### config.mk
export PLATFORM = sky130hd
export DESIGN_NAME = alu_arbiter_flat
export DESIGN_NICKNAME = d
export VERILOG_FILES = /design/src/rtl/alu_arbiter_if.sv /design/src/rtl/alu_arbiter.sv /design/src/flat_wrapper.sv
export SDC_FILE = /design/constraint.sdc
export NUM_CORES = 1
export LEC_CHECK = 0
export ABC_AREA = 1
export CORE_ASPECT_RATIO = 0.9
export CORE_UTILIZATION = 35
export CTS_BUF_LIST = sky130_fd_sc_hd__clkbuf_16
export DETAILED_ROUTE_END_ITERATION = 7
export GPL_TIMING_DRIVEN = 0
export PLACE_DENSITY = 0.77
export SLEW_MARGIN = 5
export SYNTH_ARGS = -nofsm -noshare
export SYNTH_HDL_FRONTEND = slang
export SYNTH_SLANG_ARGS = --single-unit
### constraint.sdc
create_clock -name clk -period 2.1 [get_ports clk]
set_input_delay 0.42 -clock clk [delete_from_list [all_inputs] [get_ports clk]]
set_output_delay 0.42 -clock clk [all_outputs]
set_load 0.1 [all_outputs]
### src/rtl/alu_arbiter_if.sv
// alu_arbiter_if: request, ALU and response signals of the two-requester ALU arbiter.
//
// Handshake rules:
//   Request: a requester raises rN_valid with rN_op/rN_a/rN_b and holds all of
//   them until it sees rN_ready high. rN_ready is combinational and is high
//   only in the single cycle where the payload is taken.
//   Response: rsp_valid high means rsp_id/rsp_data/rsp_err are valid. They stay
//   stable until a rising edge where rsp_valid && rsp_ready completes the
//   transfer. rsp_ready is ignored while rsp_valid is low.
//
// state is a read-only view of the arbiter FSM (0 IDLE, 1 ISSUE, 2 RESP).
interface alu_arbiter_if;
  logic       r0_valid;
  logic       r0_ready;
  logic [2:0] r0_op;
  logic [7:0] r0_a;
  logic [7:0] r0_b;
  logic       r1_valid;
  logic       r1_ready;
  logic [2:0] r1_op;
  logic [7:0] r1_a;
  logic [7:0] r1_b;
  logic [2:0] alu_inst;
  logic [7:0] alu_op1;
  logic [7:0] alu_op2;
  logic [7:0] alu_sol;
  logic       rsp_valid;
  logic       rsp_ready;
  logic       rsp_id;
  logic [7:0] rsp_data;
  logic       rsp_err;
  logic [1:0] state;

  // Environment side: requesters, ALU and response consumer.
  modport master (
    output r0_valid, r0_op, r0_a, r0_b,
    output r1_valid, r1_op, r1_a, r1_b,
    output alu_sol, rsp_ready,
    input  r0_ready, r1_ready, alu_inst, alu_op1, alu_op2,
    input  rsp_valid, rsp_id, rsp_data, rsp_err, state
  );

  // Arbiter side.
  modport slave (
    input  r0_valid, r0_op, r0_a, r0_b,
    input  r1_valid, r1_op, r1_a, r1_b,
    input  alu_sol, rsp_ready,
    output r0_ready, r1_ready, alu_inst, alu_op1, alu_op2,
    output rsp_valid, rsp_id, rsp_data, rsp_err, state
  );
endinterface

### src/rtl/alu_arbiter.sv
// alu_arbiter: shares one combinational 8-bit add/sub ALU between two
// requesters. One operation is in flight at a time: IDLE grants, ISSUE drives
// the ALU and captures its result, RESP holds the result until consumed.
//
// Optional feature: define ALU_ARBITER_RR_EN for round-robin arbitration on
// contention; otherwise requester 0 has fixed priority.
module alu_arbiter (
  input  logic         clk,
  input  logic         rst_n,
  alu_arbiter_if.slave bus
);

  typedef enum logic [1:0] {
    IDLE  = 2'd0,
    ISSUE = 2'd1,
    RESP  = 2'd2
  } state_t;

  localparam logic [2:0] OP_ADD = 3'b001;
  localparam logic [2:0] OP_SUB = 3'b010;

  state_t     state;
  logic       err_q;
  logic       any_req;
  logic       grant_id;
  logic [2:0] win_op;
  logic [7:0] win_a;
  logic [7:0] win_b;
  logic       win_legal;

`ifdef ALU_ARBITER_RR_EN
  logic       last_grant;
`endif

  assign bus.state = state;

  // Pick the winning requester; grant_id is its index.
  always_comb begin
    any_req = bus.r0_valid | bus.r1_valid;
`ifdef ALU_ARBITER_RR_EN
    if (bus.r0_valid && bus.r1_valid) begin
      grant_id = ~last_grant;
    end else begin
      grant_id = ~bus.r0_valid;
    end
`else
    grant_id = ~bus.r0_valid;
`endif
  end

  // Winner payload mux and op legality.
  always_comb begin
    win_op    = grant_id ? bus.r1_op : bus.r0_op;
    win_a     = grant_id ? bus.r1_a  : bus.r0_a;
    win_b     = grant_id ? bus.r1_b  : bus.r0_b;
    win_legal = (win_op == OP_ADD) || (win_op == OP_SUB);
  end

  // Ready only in IDLE, and held low while reset is asserted.
  always_comb begin
    bus.r0_ready = 1'b0;
    bus.r1_ready = 1'b0;
    if (rst_n && (state == IDLE) && any_req) begin
      bus.r0_ready = ~grant_id;
      bus.r1_ready = grant_id;
    end
  end

  // Control FSM; the ALU drive registers double as the latched operation and
  // are zero everywhere except during ISSUE.
  always_ff @(posedge clk or negedge rst_n) begin
    if (!rst_n) begin
      state        <= IDLE;
      err_q        <= 1'b0;
      bus.alu_inst <= 3'b000;
      bus.alu_op1  <= 8'h00;
      bus.alu_op2  <= 8'h00;
      bus.rsp_valid <= 1'b0;
      bus.rsp_id   <= 1'b0;
      bus.rsp_data <= 8'h00;
      bus.rsp_err  <= 1'b0;
`ifdef ALU_ARBITER_RR_EN
      last_grant   <= 1'b1;
`endif
    end else begin
      case (state)
        IDLE: begin
          if (any_req) begin
            // Illegal ops still go through ISSUE but never reach the ALU.
            bus.alu_inst <= win_legal ? win_op : 3'b000;
            bus.alu_op1  <= win_a;
            bus.alu_op2  <= win_b;
            err_q        <= ~win_legal;
            bus.rsp_id   <= grant_id;
`ifdef ALU_ARBITER_RR_EN
            last_grant   <= grant_id;
`endif
            state        <= ISSUE;
          end
        end
        ISSUE: begin
          // Do not capture the ALU output for illegal ops: it may be X/Z.
          bus.rsp_data  <= err_q ? 8'h00 : bus.alu_sol;
          bus.rsp_err   <= err_q;
          bus.rsp_valid <= 1'b1;
          bus.alu_inst  <= 3'b000;
          bus.alu_op1   <= 8'h00;
          bus.alu_op2   <= 8'h00;
          state         <= RESP;
        end
        RESP: begin
          if (bus.rsp_ready) begin
            bus.rsp_valid <= 1'b0;
            state         <= IDLE;
          end
        end
        default: begin
          state <= IDLE;
        end
      endcase
    end
  end

endmodule

### src/flat_wrapper.sv
// flat-port wrapper written by rule: the top's interface ports become plain ports
module alu_arbiter_flat 
  (clk, rst_n, bus_r0_valid, bus_r0_op, bus_r0_a, bus_r0_b, bus_r1_valid, bus_r1_op, bus_r1_a, bus_r1_b, bus_alu_sol, bus_rsp_ready, bus_r0_ready, bus_r1_ready, bus_alu_inst, bus_alu_op1, bus_alu_op2, bus_rsp_valid, bus_rsp_id, bus_rsp_data, bus_rsp_err, bus_state);
  alu_arbiter_if bus_i ();
  input  logic clk;
  input  logic rst_n;
  input wire logic [$bits(bus_i.r0_valid)-1:0] bus_r0_valid;
  input wire logic [$bits(bus_i.r0_op)-1:0] bus_r0_op;
  input wire logic [$bits(bus_i.r0_a)-1:0] bus_r0_a;
  input wire logic [$bits(bus_i.r0_b)-1:0] bus_r0_b;
  input wire logic [$bits(bus_i.r1_valid)-1:0] bus_r1_valid;
  input wire logic [$bits(bus_i.r1_op)-1:0] bus_r1_op;
  input wire logic [$bits(bus_i.r1_a)-1:0] bus_r1_a;
  input wire logic [$bits(bus_i.r1_b)-1:0] bus_r1_b;
  input wire logic [$bits(bus_i.alu_sol)-1:0] bus_alu_sol;
  input wire logic [$bits(bus_i.rsp_ready)-1:0] bus_rsp_ready;
  output wire logic [$bits(bus_i.r0_ready)-1:0] bus_r0_ready;
  output wire logic [$bits(bus_i.r1_ready)-1:0] bus_r1_ready;
  output wire logic [$bits(bus_i.alu_inst)-1:0] bus_alu_inst;
  output wire logic [$bits(bus_i.alu_op1)-1:0] bus_alu_op1;
  output wire logic [$bits(bus_i.alu_op2)-1:0] bus_alu_op2;
  output wire logic [$bits(bus_i.rsp_valid)-1:0] bus_rsp_valid;
  output wire logic [$bits(bus_i.rsp_id)-1:0] bus_rsp_id;
  output wire logic [$bits(bus_i.rsp_data)-1:0] bus_rsp_data;
  output wire logic [$bits(bus_i.rsp_err)-1:0] bus_rsp_err;
  output wire logic [$bits(bus_i.state)-1:0] bus_state;
  assign bus_i.r0_valid = bus_r0_valid;
  assign bus_i.r0_op = bus_r0_op;
  assign bus_i.r0_a = bus_r0_a;
  assign bus_i.r0_b = bus_r0_b;
  assign bus_i.r1_valid = bus_r1_valid;
  assign bus_i.r1_op = bus_r1_op;
  assign bus_i.r1_a = bus_r1_a;
  assign bus_i.r1_b = bus_r1_b;
  assign bus_i.alu_sol = bus_alu_sol;
  assign bus_i.rsp_ready = bus_rsp_ready;
  assign bus_r0_ready = bus_i.r0_ready;
  assign bus_r1_ready = bus_i.r1_ready;
  assign bus_alu_inst = bus_i.alu_inst;
  assign bus_alu_op1 = bus_i.alu_op1;
  assign bus_alu_op2 = bus_i.alu_op2;
  assign bus_rsp_valid = bus_i.rsp_valid;
  assign bus_rsp_id = bus_i.rsp_id;
  assign bus_rsp_data = bus_i.rsp_data;
  assign bus_rsp_err = bus_i.rsp_err;
  assign bus_state = bus_i.state;
  alu_arbiter u_core (.clk(clk), .rst_n(rst_n), .bus(bus_i));
endmodule
==> flow_summary.json <==
{
  "diodes": 0,
  "cts.sinks": 33,
  "num_io_pins": 85,
  "r2r-start": "u_core.bus.state[1]",
  "slew_viol_final": 0,
  "hold_buffers": 0,
  "period_share_pct": 98.2,
  "critPathMaxFanout": 4,
  "ys_ff_latch": 33,
  "vias_per_cell": 4.81,
  "synth_edf_count": 0,
  "crit_path_start_kind": "input port",
  "drv_cap": 0,
  "rows": 22,
  "final_nets": 319,
  "fin_crit_ns": 2.06,
  "synth_top_area_cell": "dfrtp_1",
  "drc": 0,
  "netlist.area_leader.share_pct": 51.9,
  "regArea_um2": 833,
  "ys.flop_type": "dfrtp_1",
  "async_reset_ff_share_pct": 100,
  "avgSynthCellArea_um2": 9.14,
  "end_kind": "output pin",
  "finalWirelength_um": 4460,
  "r2r_cells": 8,
  "area_delta_synth_final_pct": 68.1,
  "drt_iter0_drc": 71,
  "ys_types": 26,
  "gp_congestion": 0.742,
  "synth_seq_area_share_pct": 51.9,
  "die-area_mm2": 0.00482,
  "hp-class": "in -> async",
  "cp.required_ns": 1.68,
  "numCtsBuffers": 5,
  "antenna_found_initial": 0,
  "setup_violations": 0,
  "antenna_left": 0,
  "die_width_um": 73.1,
  "slowest_stage": "clkdlybuf4s50_1",
  "dp_hpwl_um": 3180,
  "first_pass_iters": 4,
  "synth_common_cells": "nand2_1 (44), dfrtp_1 (33), nor2_1 (19), o21ai_0 (10)",
  "dieHeight_um": 65.9,
  "synth_area_leaders": "dfrtp_1 (52%), nand2_1 (10%), nor2_1 (4.5%), a22o_1 (4.4%), o2111ai_1 (4.4%)",
  "design_area_mm2": 0.00267,
  "core_mm2": 0.00421,
  "multiInputGateArea_um2": 669,
  "grtUsageTotal_pct": 20.4,
  "syn-num-nets": 225,
  "htree_levels": 2,
  "cp.buffers_inverters": 3,
  "crit_arrival_ns": 1.64,
  "tritoncts": "built",
  "finalClockSkew_ns": 0.00604,
  "cts.clk_slew.worst_paths_ns": 0.05,
  "critPathTopFamily": "buffers and inverters",
  "crit_type": "in -> out",
  "syn_area_mm2": 0.00159,
  "gr-total-overflow": 0,
  "dpl_cell_area_mm2": 0.00253,
  "root_buffer": "clkbuf_16",
  "netlist_instances": 174,
  "grt_pass1_vias": 1555,
  "yosysMostFrequentCell": "nand2_1",
  "status": "completed",
  "path_cells": "clkdlybuf4s50_1 -> clkinvlp_4 -> nor3_4 -> buf_8",
  "grt_max_degree": 35,
  "rrSetupSlack_ns": 0.67,
  "initial_core_util_pct": 37.8,
  "tightest_slew_ns": 0.994,
  "grt_pass1_wl_um": 7290,
  "wl_per_cell_um": 13.6,
  "r2r_end": "u_core.bus.alu_op2[1]",
  "place.port_buffers": 84,
  "yosys_warnings": 0,
  "num_vias": 1584,
  "clock_latency_ns": 0.28,
  "slew_headroom_pct": 34.0,
  "clk_path_buf_depth": 2,
  "max_freq_mhz": 485,
  "cpPeakStageDelay_ns": 0.58,
  "nFillCells": 385,
  "drive_above_1_share_pct": 17.8,
  "hold_viol": 0
}
[placed cells by master (no fill, tap or decap), types with 3 or more instances in the layout]
master           Yosys  layout
a22o_1               8       8
buf_2                3       3
buf_4                0       5
buf_6                3       3
buf_8                1       3
clkbuf_16            0       5
clkdlybuf4s50_1      0      49
dfrtp_1             33      31
dlygate4sd2_1        0      32
inv_1                8       7
nand2_1             44      43
nand3_1              4       4
nor2_1              19      18
o2111ai_1            8       8
o21ai_0             10      10
o21ai_1              6       6
o21ai_2              4       4
or2_2                8       8
[worst register-to-register path, cell delays in order (launching register included)]
cell     delay [ns]
dfrtp_4        0.50
inv_4          0.08
nand2_2        0.10
nor2_4         0.12
buf_4          0.17
nor2_8         0.06
buf_8          0.14
nand2_1        0.07
o21ai_2        0.05
[worst max-delay path by stage]
| stage | start | to | slack (ns) | cells after the start |
|---|---|---|---|---|
| 2_1_floorplan | u_core.bus.state[1] | bus_r1_ready | 0.004 | 5 |
| 6_report | bus_r0_valid | bus_r0_ready | 0.04 | 4 |
| 3_5_place_dp | bus_r0_valid | bus_r1_ready | -1.23 | 6 |
| 3_3_place_gp | rst_n | bus_r0_ready | -2.04 | 4 |
| 4_1_cts | bus_r0_valid | bus_r1_ready | -0.13 | 6 |
| 5_1_grt | bus_r0_valid | bus_r0_ready | -0.008 | 4 |
[repair_timing]
action | CTS | global route
buffers inserted | 2 | 2
resized for setup | 48 | 2
pin swaps | 0 | 1
endpoints found under the setup margin | 34 | 2
endpoints found under the hold margin | 0 | 0
[kinds of logic after synthesis]
group / synth area share (%)
AND/OR/NAND/NOR: 24.7
buffers and inverters: 7.32
AO/OA/AOI/OAI: 16.1
flip-flops: 51.9
[state kept, by name, summed over array words and instances, names as in the netlist]
| name | cells |
|---|---|
| u_core.bus.rsp_valid | 1 |
| u_core.bus.rsp_id | 1 |
| u_core.bus.rsp_data | 8 |
| u_core.bus.alu_op2 | 8 |
| u_core.bus.alu_op1 | 8 |
| u_core.bus.alu_inst | 3 |
| u_core.bus.rsp_err | 1 |
| u_core.err_q | 1 |
| u_core.bus.state | 2 |
[per-layer routing]
metal | up-vias | wire length [um] | share of wire [%] | global-route usage [%]
met4 | 0 | 80 | 1.8 | 8.58
li1 | 772 | - | - | -
met2 | 51 | 2100 | 47 | 34.0
met1 | 752 | 1990 | 45 | 24.4
met3 | 9 | 291 | 6.5 | 6.10
met5 | - | 0 | 0 | 0
[final cells by class]
cell class | count | share of cell area, %
Clock inverter | 3 | 0.468
Timing Repair Buffer | 88 | 31.4
Sequential cell | 33 | 31.2
Tap cell | 60 | 2.81
Clock buffer | 5 | 4.68
Multi-Input combinational cell | 121 | 25.0
Inverter | 11 | 1.87
Buffer | 8 | 2.57
[metrics by stage]
stage               setup WS [ns]  hold slack [ns]  setup TNS [ns]  instances  util (%)
global placement            -2.04            0.463           -7.72        318      60.2
detailed placement          -1.23            0.467           -2.28        318      60.1
finish                     0.0368           0.0842               0        329      63.5
floorplan                 0.00358            0.124               0        174         -
CTS                        -0.127           0.0983          -0.127        327      62.9
global route             -0.00786            0.121         -0.0129        329      63.5
Power is left out: the tool's default activity adds up to more than one toggle a clock period on the data nets, which glitch-free logic cannot reach.
